<file path="src/rtl/tx_gearbox66.sv">
// tx_gearbox66: packs 66-bit blocks ({sync header, 64-bit payload}) into a
// stream of 32-bit words, MSB first. A 128-bit MSB-aligned shift buffer holds
// the pending bits; 16 blocks (1056 bits) drain as exactly 33 words.
//
// Handshake semantics (both sides): a transfer happens on a rising clock edge
// where valid and ready are both high. The producer may change or drop valid
// freely while no transfer has happened. blk_ready_o depends on registered
// state only. word_o/word_valid_o hold steady while a word is offered and
// word_ready_i is low.
module tx_gearbox66 (
  input  logic        clk_i,
  input  logic        rst_i,
  input  logic [63:0] blk_data_i,
  input  logic [1:0]  blk_hdr_i,
  input  logic        blk_valid_i,
  output logic        blk_ready_o,
  output logic [31:0] word_o,
  output logic        word_valid_o,
  input  logic        word_ready_i,
  output logic [5:0]  gbox_cnt_o,
  output logic        hdr_err_o
);

  // Valid bits live in buf_q[127 -: fill_q]; all bits below that are zero.
  logic [127:0] buf_q, buf_d;
  logic [7:0]   fill_q, fill_d;
  logic [31:0]  word_q, word_d;
  logic         word_valid_q, word_valid_d;
  logic [5:0]   cnt_q, cnt_d;
  logic         hdr_err_q, hdr_err_d;

  logic         out_free;
  logic         load;
  logic         accept;
  logic [65:0]  blk_bits;
  logic [127:0] buf_shifted;
  logic [7:0]   fill_shifted;
  logic [127:0] blk_placed;
  logic [127:0] keep_mask;

  // A block always fits once fill <= 62: 62 + 66 = 128.
  assign blk_ready_o = (fill_q <= 8'd62);
  assign out_free    = !word_valid_q || word_ready_i;
  assign load        = out_free && (fill_q >= 8'd32);
  assign accept      = blk_valid_i && blk_ready_o;
  assign blk_bits    = {blk_hdr_i, blk_data_i};

  // Next-state: drain a word from the top, then append the accepted block
  // directly below whatever remains after that drain.
  always_comb begin
    buf_shifted  = load ? {buf_q[95:0], 32'd0} : buf_q;
    fill_shifted = load ? (fill_q - 8'd32) : fill_q;
    blk_placed   = {blk_bits, 62'd0} >> fill_shifted;
    keep_mask    = ~({128{1'b1}} >> fill_shifted);

    buf_d  = buf_shifted;
    fill_d = fill_shifted;
    if (accept) begin
      buf_d  = (buf_shifted & keep_mask) | blk_placed;
      fill_d = fill_shifted + 8'd66;
    end

    word_d       = word_q;
    word_valid_d = word_valid_q;
    cnt_d        = cnt_q;
    if (load) begin
      word_d       = buf_q[127:96];
      word_valid_d = 1'b1;
      cnt_d        = (cnt_q == 6'd32) ? 6'd0 : (cnt_q + 6'd1);
    end else if (out_free) begin
      word_valid_d = 1'b0;
    end

    hdr_err_d = accept && ((blk_hdr_i == 2'b00) || (blk_hdr_i == 2'b11));
  end

  // State registers; reset drops every buffered bit, including partial blocks.
  always_ff @(posedge clk_i) begin
    if (rst_i) begin
      buf_q        <= '0;
      fill_q       <= '0;
      word_q       <= '0;
      word_valid_q <= 1'b0;
      cnt_q        <= '0;
      hdr_err_q    <= 1'b0;
    end else begin
      buf_q        <= buf_d;
      fill_q       <= fill_d;
      word_q       <= word_d;
      word_valid_q <= word_valid_d;
      cnt_q        <= cnt_d;
      hdr_err_q    <= hdr_err_d;
    end
  end

  assign word_o       = word_q;
  assign word_valid_o = word_valid_q;
  assign gbox_cnt_o   = cnt_q;
  assign hdr_err_o    = hdr_err_q;

endmodule
</file>
<file path="config.mk">
export PLATFORM = sky130hd
export DESIGN_NAME = tx_gearbox66
export DESIGN_NICKNAME = d
export VERILOG_FILES = /design/src/rtl/tx_gearbox66.sv
export SDC_FILE = /design/constraint.sdc
export NUM_CORES = 1
export LEC_CHECK = 0
export BUFFER_PORTS_ARGS = -buffer_cell sky130_fd_sc_hd__buf_2
export CORE_MARGIN = 8
export CORE_UTILIZATION = 35
export CTS_CLUSTER_SIZE = 10
export DETAILED_ROUTE_END_ITERATION = 7
export HOLD_SLACK_MARGIN = 0.03
export PLACE_DENSITY_LB_ADDON = 0.05
export SETUP_SLACK_MARGIN = 0.15
export SKIP_CTS_REPAIR_TIMING = 1
export SLEW_MARGIN = 20
export SYNTH_ARGS = -nofsm -noshare
export SYNTH_HDL_FRONTEND = slang
export SYNTH_SLANG_ARGS = --single-unit
</file>
<file path="constraint.sdc">
create_clock -name clk_i -period 5.6 [get_ports clk_i]
set_input_delay 1.4 -clock clk_i [delete_from_list [all_inputs] [get_ports clk_i]]
set_output_delay 1.4 -clock clk_i [all_outputs]
set_load 0.03 [all_outputs]
</file>
# --- Yosys cells after proc, flatten, opt, wreduce, memory -nomap -nowiden ---
# Cells that the tools add are included.
totals:
  elab_cells: 33
  inputBits: 70
  out_inout_bits: 41
  reg_bits: 176
classes:
  n_reduce_logical: 8
  n_shift: 2
  muxes: 7
  n_eq_ne: 2
  magnitude_cmp: 2
  add_sub_neg: 3
  n_bitwise: 3
ops:
  columns: ["cell", "count"]
  rows:
  - ["2-to-1 mux 128 bit", 2]
  - ["AND 128 bit", 1]
  - ["NOT 128 bit", 1]
  - ["OR 128 bit", 1]
  - [">> shifter 128 x 8 -> 128 bit", 1]
  - [">> shifter 128 x 8 -> 128 bit (first input constant)", 1]
  - ["2-to-1 mux 8 bit", 2]
  - ["adder 8 x 7 -> 8 bit (second input constant)", 1]
  - ["greater-or-equal comparator 8 x 6 -> 1 bit (second input constant)", 1]
  - ["less-or-equal comparator 8 x 6 -> 1 bit (second input constant)", 1]
  - ["subtractor 8 x 6 -> 8 bit (second input constant)", 1]
  - ["adder 6 x 1 -> 6 bit (second input constant)", 1]
  - ["== test 6 bit (second input constant)", 1]
  - ["2-to-1 mux 6 bit", 1]
  - ["logical AND 1 bit", 3]
  - ["== test 2 bit (second input constant)", 1]
  - ["logical NOT 2 bit", 1]
  - ["logical OR 1 bit", 2]
  - ["2-to-1 mux 1 bit", 2]
  - ["nonzero test 2 bit", 1]
  - ["logical NOT 1 bit", 1]

# --- Longest topological paths before layout ---
# Gate-level depths: netlist of run 1.
depth:
  ltp_word: 9
  ltp_mapped: 14
  mapped_depth_nobuf: 8

# --- Worst setup path before layout of run 1 ---
# Ideal clock, no wire load.
synth_path:
  kind: "input to register"
  startpoint: "in word_ready_i"
  endpoint: "reg buf_q[92]"
  setup_slack_ns: 2.530
  path_buffers: 3
  required_ns: 5.472
  cell_stages: 9
  setup_time_ns: 0.128
  arrival_ns: 2.943
  cell_sequence: "nor2b_1 buf_2 buf_4 o21a_1 nor2_1 buf_2 a2111oi_0 o22a_1 nor2_1"
synth_between:
  elab_chain_len: 8
  word_cells_on_any_way: 10
  cone_classes: "shift (2); mux (3); bitwise (3); reduce/logical (2)"
synth_rtl:
  columns: ["element", "line", "source"]
  rows:
  - ["from (decl)", "19", "input logic word_ready_i,"]
  - ["logical OR 1 bit (*)", "43", "assign out_free = !word_valid_q || word_ready_i;"]
  - ["logical AND 1 bit (*)", "44", "assign load = out_free && (fill_q >= 8'd32);"]
  - ["2-to-1 mux 8 bit", "52", "fill_shifted = load ? (fill_q - 8'd32) : fill_q;"]
  - [">> shifter 128 x 8 -> 128 bit", "54", "keep_mask = ~({128{1'b1}} >> fill_shifted);"]
  - ["NOT 128 bit", "54", null]
  - ["AND 128 bit", "59", "buf_d = (buf_shifted & keep_mask) | blk_placed;"]
  - ["OR 128 bit", "59", null]
  - ["2-to-1 mux 128 bit (*)", "58", "if (accept) begin"]
  - ["to (signal assigned)", "87", "buf_q <= buf_d;"]
  - ["to (decl)", "25", "logic [127:0] buf_q, buf_d;"]
# Mark *: on every way between the ends. The rest lies on a longest branch, timed or not.
# A chain may end at the register's enable or synchronous reset.

# --- Final worst setup path of run 1 ---
layout_path:
  startpoint: "reg fill_q[2]"
  endpoint: "reg buf_q[56]"
layout_between:
  elab_chain_len: 8
  word_cells_on_any_way: 13
  cone_classes: "add/sub (1); order compare (2); shift (2); mux (3); bitwise (3); reduce/logical (2)"
layout_rtl:
  columns: ["element", "line", "source"]
  rows:
  - ["from (decl)", "26", "logic [7:0] fill_q, fill_d;"]
  - ["from (signal assigned)", "88", "fill_q <= fill_d;"]
  - ["greater-or-equal comparator 8 x 6 -> 1 bit", "44", null]
  - ["logical AND 1 bit", "44", null]
  - ["2-to-1 mux 8 bit", "52", null]
  - [">> shifter 128 x 8 -> 128 bit", "54", null]
  - ["NOT 128 bit", "54", null]
  - ["AND 128 bit", "59", null]
  - ["OR 128 bit", "59", null]
  - ["2-to-1 mux 128 bit (*)", "58", null]
# Marked as above.

==> results of run 1 <==
## kinds of logic after synthesis
| group | count (synthesis) | share of synthesized area, % |
|---|---|---|
| AO/OA/AOI/OAI | 449 | 23.5 |
| XOR/XNOR | 9 | 0.661 |
| adder cells (fa/ha/maj) | 8 | 0.766 |
| buffers and inverters | 157 | 5.65 |
| flip-flops | 175 | 26.8 |
| multiplexers | 262 | 26.6 |
| AND/OR/NAND/NOR | 463 | 16.0 |
## area by class of cell
class,count,area (µm²),share of cell area [%]
sequential,175,3520,24.0
antenna,1,2.50,0.0171
tap,468,586,3.99
clock buffer,18,429,2.93
multi-input combinational,1191,8860,60.4
timing repair buffer,166,996,6.79
inverter,16,60.1,0.409
clock inverter,14,219,1.49
## through the flow
| stage | instances | hold slack (ns) | instance area (µm²) | total power [mW] |
|---|---|---|---|---|
| after CTS | 2047 | 0.456 | 14700 | 9.28 |
| after detailed placement | 2015 | 0.445 | 14000 | 7.90 |
| after floorplan | 1523 | 0.429 | 13100 | 5.68 |
| after global placement | 2015 | 0.443 | 14000 | 7.91 |
| final | 2049 | 0.453 | 14700 | 9.45 |
| after global routing | 2048 | 0.468 | 14700 | 9.80 |
## metal layers
| metal | global-route usage, % | vias to the layer above | part of all wire (%) | routed length [µm] |
|---|---|---|---|---|
| li1 | - | 5883 | - | - |
| met1 | 38.8 | 6591 | 44 | 27600 |
| met2 | 41.2 | 754 | 43 | 26700 |
| met3 | 4.62 | 146 | 8.4 | 5230 |
| met4 | 13.1 | 2 | 4.8 | 2970 |
| met5 | 0 | - | 0.021 | 13 |
## registers in the layout, summed over array words and instances (netlist names)
register      cells
word_o           32
buf_q           128
fill_q            7
gbox_cnt_o        6
hdr_err_o         1
word_valid_o      1
## final timing paths
path / depth (start not counted) / slack [ns] / startpoint / to
min reg2reg: 2 / 0.45 / word_o[1] / word_o[1]
min: 2 / 0.45 / word_o[1] / word_o[1]
max: 8 / 1.50 / fill_q[2] / buf_q[56]
max reg2reg: 8 / 1.50 / fill_q[2] / buf_q[56]
## power by group
group	leakage, nW	switching (mW)	total (mW)	internal [mW]
clock	0.314	0.607	1.37	0.767
sequential	1.42	0.269	1.89	1.62
combinational	3.76	4.18	6.18	2.00
total	5.49	5.06	9.45	4.39
## critical path: cells and delay by family, from the launching register on
| family | cells | cell delay, ns |
|---|---|---|
| buf+inv | 1 | 0.26 |
| flops | 1 | 0.70 |
| compound gates | 3 | 0.76 |
| simple gates | 3 | 1.85 |
| fa+ha+maj | 1 | 0.40 |
## cell usage after synthesis (8+ instances only)
cell type    n
buf_4        8
nand4_1      8
a21oi_1     99
o32ai_1     15
o31ai_1      8
a221o_1     10
nor3_1      30
o211ai_1    10
o2bb2ai_1    9
o22a_1      11
dfxtp_1    175
o22ai_1     32
a2bb2oi_1   21
mux2i_1    148
and3_1      13
o221ai_1    10
a211oi_1    10
ha_1         8
clkbuf_1    61
nand3_1     27
a22o_1      11
nor2_1     112
nor4_1      15
a22oi_1     16
o21ai_0     96
nand2_1    208
mux4_2      62
buf_2       59
inv_1       13
a31oi_1     12
mux2_2      50
==> results.toml, run 1 <==
[status]
outcome = "finished, final reports clean"

[detailed_routing]
drt_iter0_drc = 1414
dr.pass1.iters = 6
drt_wl_total_um = 62500
drcViolationCount = 0
wl_per_cell_um = 30.5
vias = 13400
antenna_left = 0
vias_per_cell = 6.53

[clock_tree]
cts.clk_slew.worst_paths_ns = 0.08
numClockSinks = 175
clkLatencyLatePin_ns = 0.46
clock_path_buffers = 2
cts_made_buffers = 17
cts_tree = "built"
clockRootBuffer = "clkbuf_16"
cts_max_level = 4

[yosys]
avgSynthCellArea_um2 = 8.58
async_flop_share_pct = 0
synth_edf_count = 0
yosysTopAreaCellShare_pct = 26.8
synth.net_count = 1601
yosys.area.top_type = "dfxtp_1"
synth_ff_type = "dfxtp_1"
syn-cell-area_um2 = 13100
synthCells = 1523
yosys_warnings = 0
synth_cell_types = 80
ys_top_cells_by_area = "dfxtp_1 27%, mux2i_1 11%, mux4_2 11%"
seq_area_frac_synth_pct = 26.8
synth_seq_cells = 175

[floorplan]
boundaryPins = 111
die_area_um2 = 43800
coreArea_um2 = 36700
die_h_um = 209
fp.dieW_um = 209
rows = 70
initial_core_util_pct = 35.6

[finish]
syn_to_final_growth_pct = 12.3
fillers = 3804
nets = 1645
final_cell_mix = "207 x nand2_1, 171 x dfxtp_1, 148 x mux2i_1, 110 x nor2_1, 110 x buf_2"
drive_gt1_share_pct = 22.0
postLayoutCoreUtil_pct = 40.0
layout_commonest_cell = "nand2_1"

[sta]
fmax_mhz = 244
rsz0062_at_grt = "no"
finalHoldViolations = 0
worst_slew_pin_slew_ns = 1.21
slew_headroom_pct = 18.4
post-route-period-util_pct = 73.1
tns_ns = 0
slew_viol_final = 0
worst_slack_ns = 1.50
finalSetupViolations = 0
period_minus_slack_ns = 4.10
skew_ns = 0.0137

[critical_path]
crit_type = "reg2reg"
crit_chain = "inv_2 > ha_1 > nand4bb_4 > a2111oi_4 > or2_1 > nor3_1 > a21oi_1 > a32o_1"
critPathMaxFanout = 39
required_ns = 5.95
startpoint_type = "flop"
cpPeakStageDelay_ns = 1.03
cp_slowest_cell = "nor3_1"
crit_arrival_ns = 4.44
endpoint_kind = "flop"

[placement]
hpwl_um = 47400
place_congestion = 1.04
numPortBuffers = 110
preCtsSetupSlack_ns = 1.33

[global_route]
antenna_found_initial = 1
track_usage_pct = 27.8
grt_overflow = 0
grt_pass1_wl_um = 91400
grt_pass1_vias = 12900
grt_max_degree = 76

[power_and_ir_drop]
power_density_nw_per_um2 = 644
p_leak_nw = 5.49
peakVddDrop_mv = 0.359

[job]
maxCapViolCount = 0

[hold_path]
hp-class = "reg2reg"
Power figures use the tool's default switching activity.
==> run 2, diff against run 1 <==
Clock period 5.6 ns to 4.2 ns, I/O delays scaled along.
==> run 2 against run 1 <==
Against the previous run:
- sequential power rose by 33%
- sequential share of layout area decreased by 0.32 points
- critical path depth down 2
- largest cell class unchanged
==> results.toml, run 2 (synthesized netlist as in run 1, its figures left out) <==
[detailed_routing]
antenna_left = 0
drt_iter0_drc = 1459
wl_per_cell_um = 31.0
vias_per_cell = 6.47
vias = 13400
dr.pass1.iters = 6
drt_wl_total_um = 64300
drcViolationCount = 0

[hold_path]
hp-class = "reg2reg"

[finish]
regMostFlops = "buf_q"
diodes = 0
nets = 1674
fillers = 3813
drive_gt1_share_pct = 23.5
postLayoutCoreUtil_pct = 40.5
syn_to_final_growth_pct = 13.8
largest_register_ffs = 128
final_cell_mix = "207 x nand2_1, 171 x dfxtp_1, 148 x mux2i_1, 111 x buf_2, 110 x nor2_1"
layout_commonest_cell = "nand2_1"
fin_area_um2 = 14900

[floorplan]
die_h_um = 209
die_area_um2 = 43800
initial_core_util_pct = 35.6
coreArea_um2 = 36700
fp.dieW_um = 209
boundaryPins = 111
rows = 70

[sta]
finalHoldViolations = 0
fmax_mhz = 250
slew_headroom_pct = 27.7
post-route-period-util_pct = 95.1
slew_viol_final = 0
rsz0062_at_grt = "no"
worst_slew_pin_slew_ns = 1.07
finalSetupViolations = 0
skew_ns = 0.0145
period_minus_slack_ns = 3.99

[global_route]
grt_pass1_wl_um = 93100
grt_pass1_vias = 13000
top_usage_layer = "met2"
use_met1_pct = 37.9
use_met3_pct = 7.96
grt_use_met2_pct = 42.5
antenna_found_initial = 2
track_usage_pct = 28.6
grt_overflow = 0
grt_max_degree = 93

[placement]
hpwl_um = 49600
placed_cell_area_um2 = 14300
numPortBuffers = 110
place_congestion = 0.990

[power_and_ir_drop]
peakVddDrop_mv = 0.379
p_leak_nw = 5.61
power_density_nw_per_um2 = 863
p_total_mw = 12.8

[status]
outcome = "finished, final reports clean"

[clock_tree]
cts.clk_slew.worst_paths_ns = 0.08
numClockSinks = 175
clkLatencyLatePin_ns = 0.46
cts_max_level = 4
clock_path_buffers = 2
cts_tree = "built"
clockRootBuffer = "clkbuf_16"
cts_made_buffers = 17

[job]
maxCapViolCount = 0

[critical_path]
startpoint_type = "flop"
required_ns = 4.55
critPathMaxFanout = 15
crit_type = "reg2reg"
crit_arrival_ns = 4.35
endpoint_kind = "flop"
[run 2: changes by cell type in the layout (fill, tap and decap cells not counted), moves of 2 or more]
| cell | change |
|---|---|
| buf_4 | +26 |
| clkinv_4 | +2 |
| bufinv_16 | -2 |
| inv_6 | -2 |
| buf_12 | +2 |
[run 2: path summary, 6_finish.rpt]
path | depth (start not counted) | from | end | slack (ns)
worst min register to register | 2 | word_o[17] | word_o[17] | 0.45
worst min-delay path | 2 | word_o[17] | word_o[17] | 0.45
worst max register to register | 6 | fill_q[5] | buf_q[57] | 0.21
worst max-delay path | 6 | fill_q[5] | buf_q[57] | 0.21
[run 2: cell type report]
| cell class | instances | area [µm²] | share of cell area (%) |
|---|---|---|---|
| flip-flops and latches | 175 | 3520 | 23.7 |
| repair buffers | 195 | 1240 | 8.32 |
| well taps | 468 | 586 | 3.94 |
| multi-input cells | 1191 | 8870 | 59.7 |
| inverters | 16 | 60.1 | 0.404 |
| clock buffers | 18 | 439 | 2.95 |
| clock inverters | 12 | 155 | 1.04 |
[run 2: power breakdown]
group,total [mW],internal (mW),switching (mW),leakage [nW]
Sequential,2.52,2.16,0.359,1.42
Clock,1.68,0.904,0.779,0.285
Combinational,8.62,2.90,5.72,3.90
[run 2: worst max-delay path, cell delays in order (launching register included)]
cell and delay (ns):
dfxtp_1 0.69, inv_1 0.40, ha_1 0.66, o41ai_2 0.23, nor2_1 0.79, nand2_1 0.63
o41ai_1 0.48
[run 2: per-stage QoR]
stage / setup TNS, ns / hold WS [ns] / cells / setup WS [ns]
5_1_grt: 0 / 0.464 / 2075 / 0.228
4_1_cts: 0 / 0.452 / 2074 / 0.00658
2_1_floorplan: 0 / 0.429 / 1523 / 1.17
6_report: 0 / 0.448 / 2075 / 0.205
3_5_place_dp: 0 / 0.443 / 2044 / 0.0102
3_3_place_gp: -0.160 / 0.441 / 2043 / -0.0600
[run 2: metal layers]
layer | wire [µm] | vias to the layer above | share of wire [%]
met5 | 56 | - | 0.087
met4 | 2940 | 6 | 4.6
met3 | 5960 | 138 | 9.3
met2 | 27600 | 728 | 43
met1 | 27800 | 6605 | 43
li1 | - | 5945 | -
==> run 3, diff against run 2 <==
Settings changed: ABC_AREA set to 1.
==> run 3 against run 2 <==
Against the previous run:
- clock skew is 0.0066 ns higher
- synthesized cell count up 50%
- global-route usage is 1.2 points lower
- non-clock buffer count decreased by 43
- largest cell class unchanged
- sequential power about the same
- via count rose by 17%
- critical path type unchanged
- largest power group unchanged
- first-iteration DRC count grew 15%
- clock power up 6%
==> results.toml, run 3 <==
[sta]
finalSetupViolations = 0
fmax_mhz = 322
skew_ns = 0.0211
worst_slew_pin_slew_ns = 1.14
slew_headroom_pct = 24.1
finalHoldViolations = 0
period_minus_slack_ns = 3.10
rsz0062_at_grt = "no"
slew_viol_final = 0
post-route-period-util_pct = 73.9
whs_ns = 0.460
tns_ns = 0
worst_slack_ns = 1.10

[yosys]
avgSynthCellArea_um2 = 5.65
synth.net_count = 2369
yosysTopAreaCellShare_pct = 27.0
yosys.area.top_type = "dfxtp_1"
synth_ff_type = "dfxtp_1"
synth_cell_types = 40
yosys-top-cells-count = "817 x nand2_1, 506 x nand3_1, 175 x dfxtp_1, 158 x a21oi_1, 154 x o21ai_0"
yosys_warnings = 0
syn-cell-area_um2 = 13000
synth_seq_cells = 175
seq_area_frac_synth_pct = 27.0
async_flop_share_pct = 0
ys_top_cells_by_area = "dfxtp_1 27%, nand2_1 24%, nand3_1 20%"
synth_edf_count = 0
yosysMostFrequentCell = "nand2_1"
synthCells = 2291

[clock_tree]
cts.clk_slew.worst_paths_ns = 0.08
cts_max_level = 4
cts_made_buffers = 17
cts_tree = "built"
clockRootBuffer = "clkbuf_16"
clkLatencyLatePin_ns = 0.46
clock_path_buffers = 2
numClockSinks = 175

[floorplan]
initial_core_util_pct = 35.5
die_h_um = 208
fp.dieW_um = 208
coreArea_um2 = 36500
die_area_um2 = 43400
boundaryPins = 111
rows = 70

[critical_path]
crit_chain = "ha_1 > inv_1 > nor2_1 > nand3_2 > nand2_4 > nand3_1 > nand2_2 > nand2_4 > nor2_4 > buf_12 > inv_2 > o21ai_0 > a21oi_1"
startpoint_type = "flop"
endpoint_kind = "flop"
crit_top_cell = "nand2_4"
crit_arrival_ns = 3.41
required_ns = 4.50
critPathMaxFanout = 58
cp_slowest_cell = "dfxtp_1"
cpPeakStageDelay_ns = 0.51
crit_type = "reg2reg"

[detailed_routing]
drt_wl_total_um = 61200
drcViolationCount = 0
vias = 15700
antenna_left = 0
drt_iter0_drc = 1671
dr.pass1.iters = 6
wl_per_cell_um = 22.0
vias_per_cell = 5.66

[job]
maxCapViolCount = 0

[global_route]
antenna_found_initial = 0
grt_max_degree = 102
grt_overflow = 0
grt_pass1_vias = 14300
track_usage_pct = 27.4
grt_pass1_wl_um = 91700

[finish]
drive_gt1_share_pct = 9.83
diodes = 0
largest_register_ffs = 128
regMostFlops = "buf_q"
layout_commonest_cell = "nand2_1"
syn_to_final_growth_pct = 10.8
nets = 2374
fillers = 4184
final_cell_mix = "817 x nand2_1, 506 x nand3_1, 171 x dfxtp_1, 157 x a21oi_1, 154 x o21ai_0"

[power_and_ir_drop]
p_total_mw = 13.5
power_density_nw_per_um2 = 939
p_leak_nw = 6.31
peakVddDrop_mv = 0.689

[placement]
place_congestion = 0.965
hpwl_um = 45700
preCtsSetupSlack_ns = 0.793
numPortBuffers = 110

[status]
outcome = "finished, final reports clean"

[hold_path]
hp-class = "reg2reg"
==> run 3: changes by cell type in the layout (fill, tap and decap cells not counted), moves of 21 or more <==
cell	before	now
nor3_1	28	3
nor2_1	110	139
nand2_1	207	817
buf_4	80	40
mux2i_1	148	4
inv_1	12	74
nand3_1	27	506
a2bb2oi_1	21	0
o22ai_1	32	0
mux2_2	50	0
a21oi_1	99	157
mux4_2	62	0
o21ai_0	96	154
==> run 3: per-stage QoR <==
step                      std cells  cell area, µm²  utilization [%]
after floorplan                2291           13000                -
after global placement         2745           13700             37.6
after detailed placement       2745           13700             37.6
after CTS                      2777           14400             39.3
after global routing           2777           14400             39.3
final                          2777           14400             39.3
==> run 3: critical path, delay by kind of cell, from the launching register on <==
| kind | cells | cell delay (ns) |
|---|---|---|
| flip-flops | 1 | 0.51 |
| adder cells (fa/ha/maj) | 1 | 0.20 |
| buffers and inverters | 3 | 0.50 |
| AO/OA/AOI/OAI | 2 | 0.25 |
| AND/OR/NAND/NOR | 7 | 1.43 |
==> run 3: routing by layer <==
metal / routed length [µm] / share of wire (%) / up-vias / track usage [%]
li1: - / - / 7597 / -
met1: 27800 / 45 / 7270 / 38.4
met2: 25400 / 41 / 746 / 40.0
met3: 5040 / 8.2 / 96 / 4.87
met4: 2980 / 4.9 / 0 / 12.9
met5: 0 / 0 / - / 0
==> run 3: worst paths after layout <==
check                  start          to  slack [ns]  cells past startpoint
setup / recovery   fill_q[5]  buf_q[101]        1.10                     13
hold / removal    buf_q[114]  word_o[18]        0.46                      2
setup reg to reg   fill_q[5]  buf_q[101]        1.10                     13
hold reg to reg   buf_q[114]  word_o[18]        0.46                      2
==> run 3: area by class of cell <==
type | count | area (µm²) | share of cell area, %
tap | 468 | 586 | 4.08
multi-input combinational | 1864 | 8400 | 58.5
sequential | 175 | 3510 | 24.4
timing repair buffer | 152 | 906 | 6.31
clock inverter | 15 | 205 | 1.43
clock buffer | 17 | 425 | 2.96
inverter | 86 | 327 | 2.28
==> run 3: kinds of logic after synthesis <==
kind of cell             count (synthesis)  synth area share [%]
AO/OA/AOI/OAI                          328                  13.0
multiplexers                             4                 0.309
XOR/XNOR                                 2                 0.135
buffers and inverters                  252                  8.29
AND/OR/NAND/NOR                       1522                  50.4
flip-flops                             175                  27.0
adder cells (fa/ha/maj)                  8                 0.773
==> run 3: where the power goes <==
group | switching [mW] | leakage [nW] | total [mW] | internal (mW)
sequential | 0.300 | 1.43 | 2.53 | 2.23
clock | 0.777 | 0.301 | 1.78 | 1.00
combinational | 6.84 | 4.58 | 9.17 | 2.33
